`config.mk`:
```
export PLATFORM = sky130hd
export DESIGN_NAME = debounce_multi
export DESIGN_NICKNAME = d
export VERILOG_FILES = /design/src/rtl/debounce_multi.sv
export SDC_FILE = /design/constraint.sdc
export NUM_CORES = 1
export LEC_CHECK = 0
export ABC_AREA = 1
export BUFFER_PORTS_ARGS = -buffer_cell sky130_fd_sc_hd__buf_2
export CELL_PAD_IN_SITES_DETAIL_PLACEMENT = 0
export CELL_PAD_IN_SITES_GLOBAL_PLACEMENT = 1
export CORE_ASPECT_RATIO = 2
export CORE_MARGIN = 3
export CORE_UTILIZATION = 37
export DETAILED_ROUTE_END_ITERATION = 12
export PLACE_DENSITY = 0.75
export SKIP_CTS_REPAIR_TIMING = 1
export SYNTH_ARGS = -nofsm -noshare
export SYNTH_HDL_FRONTEND = slang
export SYNTH_SLANG_ARGS = --single-unit
```
`constraint.sdc`:
```
create_clock -name clock -period 1.32 [get_ports clock]
set_clock_uncertainty 0.1 [all_clocks]
set_input_delay 0.396 -clock clock [delete_from_list [all_inputs] [get_ports clock]]
set_output_delay 0.396 -clock clock [all_outputs]
set_load 0.01 [all_outputs]
```
`src/rtl/debounce_multi.sv`:
```
// N-channel debouncer: per-channel synchroniser, shared sample-tick prescaler, STABLE_COUNT-tick qualification.
// Latency SYNC_STAGES + up to STABLE_COUNT*TICK_DIV + 1 clocks; no backpressure, strobes last exactly one clock.
module debounce_multi #(
  parameter int                  CHANNELS     = 4,
  parameter int                  SYNC_STAGES  = 2,
  parameter int                  TICK_DIV     = 6000,
  parameter int                  STABLE_COUNT = 4,
  parameter logic [CHANNELS-1:0] INVERT       = '0,
  parameter logic [CHANNELS-1:0] INIT_LEVEL   = '0
) (
  input  logic                clock,
  input  logic                reset_n,
  input  logic [CHANNELS-1:0] in,
  output logic [CHANNELS-1:0] state,
  output logic [CHANNELS-1:0] rise,
  output logic [CHANNELS-1:0] fall,
  output logic                changed,
  output logic                tick
);

  localparam int              PW      = (TICK_DIV > 1) ? $clog2(TICK_DIV) : 1;
  localparam int              CW      = $clog2(STABLE_COUNT + 1);
  localparam logic [PW-1:0]   PRE_MAX = PW'(TICK_DIV - 1);
  localparam logic [CW-1:0]   CNT_MAX = CW'(STABLE_COUNT - 1);

  logic [PW-1:0]       pre;
  logic [CHANNELS-1:0] sync [SYNC_STAGES];
  logic [CW-1:0]       cnt [CHANNELS];
  logic [CW-1:0]       cnt_nxt [CHANNELS];
  logic [CHANNELS-1:0] samp;
  logic [CHANNELS-1:0] state_nxt;
  logic [CHANNELS-1:0] rise_nxt;
  logic [CHANNELS-1:0] fall_nxt;

  assign samp = sync[SYNC_STAGES-1] ^ INVERT;

  // Qualification only advances on the registered tick; any agreeing sample restarts it.
  always_comb begin
    state_nxt = state;
    rise_nxt  = '0;
    fall_nxt  = '0;
    for (int i = 0; i < CHANNELS; i++) begin
      cnt_nxt[i] = cnt[i];
      if (tick) begin
        if (samp[i] != state[i]) begin
          if (cnt[i] == CNT_MAX) begin
            state_nxt[i] = samp[i];
            cnt_nxt[i]   = '0;
            rise_nxt[i]  = samp[i];
            fall_nxt[i]  = ~samp[i];
          end else begin
            cnt_nxt[i] = cnt[i] + CW'(1);
          end
        end else begin
          cnt_nxt[i] = '0;
        end
      end
    end
  end

  always_ff @(posedge clock) begin
    if (!reset_n) begin
      pre  <= '0;
      tick <= 1'b0;
      for (int k = 0; k < SYNC_STAGES; k++) sync[k] <= INIT_LEVEL ^ INVERT;
      for (int i = 0; i < CHANNELS; i++) cnt[i] <= '0;
      state   <= INIT_LEVEL;
      rise    <= '0;
      fall    <= '0;
      changed <= 1'b0;
    end else begin
      pre  <= (pre == PRE_MAX) ? '0 : pre + PW'(1);
      tick <= (pre == PRE_MAX);
      sync[0] <= in;
      for (int k = 1; k < SYNC_STAGES; k++) sync[k] <= sync[k-1];
      for (int i = 0; i < CHANNELS; i++) cnt[i] <= cnt_nxt[i];
      state   <= state_nxt;
      rise    <= rise_nxt;
      fall    <= fall_nxt;
      changed <= |(rise_nxt | fall_nxt);
    end
  end

endmodule

```
==> metrics <==
Core Area=4860 sq um; DRT antenna net count=0; crit path kind=reg2reg; area of the multi-input gates=927 sq um; Worst Setup SP=pre[1]; Die W=56.3 um; total global-route track usage=14.3%; largest net degree at the start of global routing=15; cell area after technology mapping=1870 sq um; met2 routed WL=2.31 mm; maximum VDD drop=0.609 mV; Post-DP Area=2150 sq um; critical path arrival=1.42 ns; Seq/Total Area, Yosys=50.2%; endpoint type of the worst setup path=flop; Pre-Repair DR Iteration Count=3; n_diodes=0; TritonCTS Buffers=5; PnR worst setup slack=-0.00453 ns; DPL Wire Length=2.90 mm; CTS Buffer Depth=2; post-synth net total=259; leak pwr=1.00 nW; Yosys warnings=0; Adder-Cell Fraction of Synth Area=3.34%; register area=958 sq um; Async SR Flop Fraction=0%; vias per cell=4.71; Startpoint Class=flop; syn avg cell area=7.56 sq um; num rows=36; normalized max-slew margin=79.1%; I/O pins=20; Final Hold Viols=0; Die Ht=107 um; Critical R2R Launch=pre[1]; Final Power=2.40 mW; WL final=4.14 mm; clk_lat worst skew=0.29 ns; DIE AREA=6010 sq um; fin area=2440 sq um; TritonCTS Sinks=47; area fraction in compound gates after synthesis=7.88%; Layout Nets=301; Max Freq=755 MHz; CTS root buffer=clkbuf_8; min-delay src=in[3]; Most used DFF post-synth=dfxtp_1; minimum clock period=1.32 ns; Hold WC Path Type=in2reg; final critical-path share of the clock period=100%; Avg WL per Cell=11.9 um; H-tree Lvls=2; Worst-path clk slew=0.08 ns; mux contribution to synthesized area=0%; initial antenna violation count=0; Met1 Wirelength=1.56 mm; Final setup violation count=4; PwrDens=984 nW/um^2; RSZ-0062 raised after global routing=true; Initial Utilization=38.5%; global-route wire length before repair=6.64 mm; area delta synth->final=30.0%; Slew @ Worst Pin=0.314 ns; Post-synth EDFFs=0; synthesized flop and latch total=47; initial DRC count=33; share of layout cells above drive strength 1=31.3%; routed via count=1639; worst-path fanout max=6; total gr overflow=0; WL met3=98 um; vias in the first global route=1528; main combinational cell family by area after synthesis=simple AND/OR/NAND/NOR gates; simple-gate area share of the yosys netlist=28.6%; Pins Over Slew Limit=0; Max Cap Viol=0; DR DRC count=0; top layer in use=met4; CTS tree=built; status=complete, but fails checks; Cells after Synth=248; post-synthesis xor/xnor area fraction=1.87%; # fillers=528; final RePlAce weighted congestion=0.716; Port-buffer cells=19; Crit path required time=1.41 ns; total negative slack=-0.0111 ns; failing checks=setup timing; Yosys cell types=21
## worst paths after layout
path                            slack, ns    endpoint  depth (start not counted)
worst min-delay path                 0.18  sync[0][3]                          3
worst min register to register       0.32  sync[0][7]                          2
worst max-delay path               -0.005      pre[1]                          6
worst max register to register     -0.005      pre[1]                          6
## critical path, stage by stage (launching register included)
cell	delay, ns
dfxtp_2	0.37
ha_4	0.17
nand3_4	0.09
nor2_4	0.16
nand3_4	0.13
nand2_4	0.15
nor2_1	0.05
## power breakdown
part	total [mW]	switching (mW)	internal (mW)
Combinational	0.108	0.0637	0.0447
Clock	0.835	0.463	0.373
Sequential	1.45	0.0181	1.43
Total	2.40	0.544	1.85
## cell families after synthesis
family / Yosys count
simple gates: 127
flops: 47
buf+inv: 38
compound gates: 27
fa+ha+maj: 5
xor+xnor: 4
## cell usage in the layout (no fill, tap or decap), types with 3 or more instances in the layout
| master | instances |
|---|---|
| xnor2_1 | 3 |
| a21oi_2 | 6 |
| a21oi_1 | 12 |
| clkbuf_8 | 5 |
| nand4_1 | 5 |
| buf_2 | 17 |
| inv_1 | 31 |
| dfxtp_2 | 11 |
| nand3_1 | 9 |
| dfxtp_1 | 35 |
| nand3_2 | 4 |
| buf_4 | 20 |
| nor2_2 | 11 |
| nor3_1 | 4 |
| o21ai_0 | 4 |
| ha_1 | 3 |
| nand2_1 | 64 |
| o21a_1 | 4 |
| nor2_1 | 22 |
## synthesized netlist by cell type, types with 2 or more instances
master | count | area share (%)
nand2_2 | 2 | 0.67
clkbuf_1 | 4 | 0.80
dfxtp_1 | 47 | 50
nand3_2 | 2 | 1.1
o21a_1 | 4 | 1.6
o21ai_0 | 4 | 1.1
nor3_1 | 4 | 1.1
nand2_1 | 65 | 13
a21oi_1 | 18 | 4.8
nand3_1 | 13 | 3.5
nor2_2 | 2 | 0.67
ha_1 | 5 | 3.3
inv_1 | 32 | 6.4
xnor2_1 | 3 | 1.4
nand4_1 | 5 | 1.7
nor2_1 | 33 | 6.6
## sequential cells by signal (all words and copies together), names as in the netlist
register / flops
fall: 4
state: 4
sync: 8
tick: 1
cnt: 12
rise: 4
pre: 13
changed: 1
## area by class of cell
class	instances	area share [%]
multi-input cells	164	38.1
clock buffers	7	3.13
inverters	32	4.93
repair buffers	40	11.4
flip-flops and latches	47	39.3
well taps	57	2.93
clock inverters	1	0.205
## per-layer routing
metal	GRT usage, %	up-vias
met5	0	-
met4	9.34	0
met3	3.13	11
met2	26.8	24
met1	13.5	744
li1	-	860
## stage by stage
step           util, %  hold WS, ns  std cells  setup slack, ns
3_3_place_gp      44.2        0.300        335          -0.0464
4_1_cts           45.9        0.163        343           -0.125
5_1_grt           50.1        0.170        348          -0.0558
3_5_place_dp      44.2        0.296        335           -0.115
2_1_floorplan        -        0.290        248          0.00758
6_report          50.1        0.175        348         -0.00453
(Power assumes the default switching activity.)
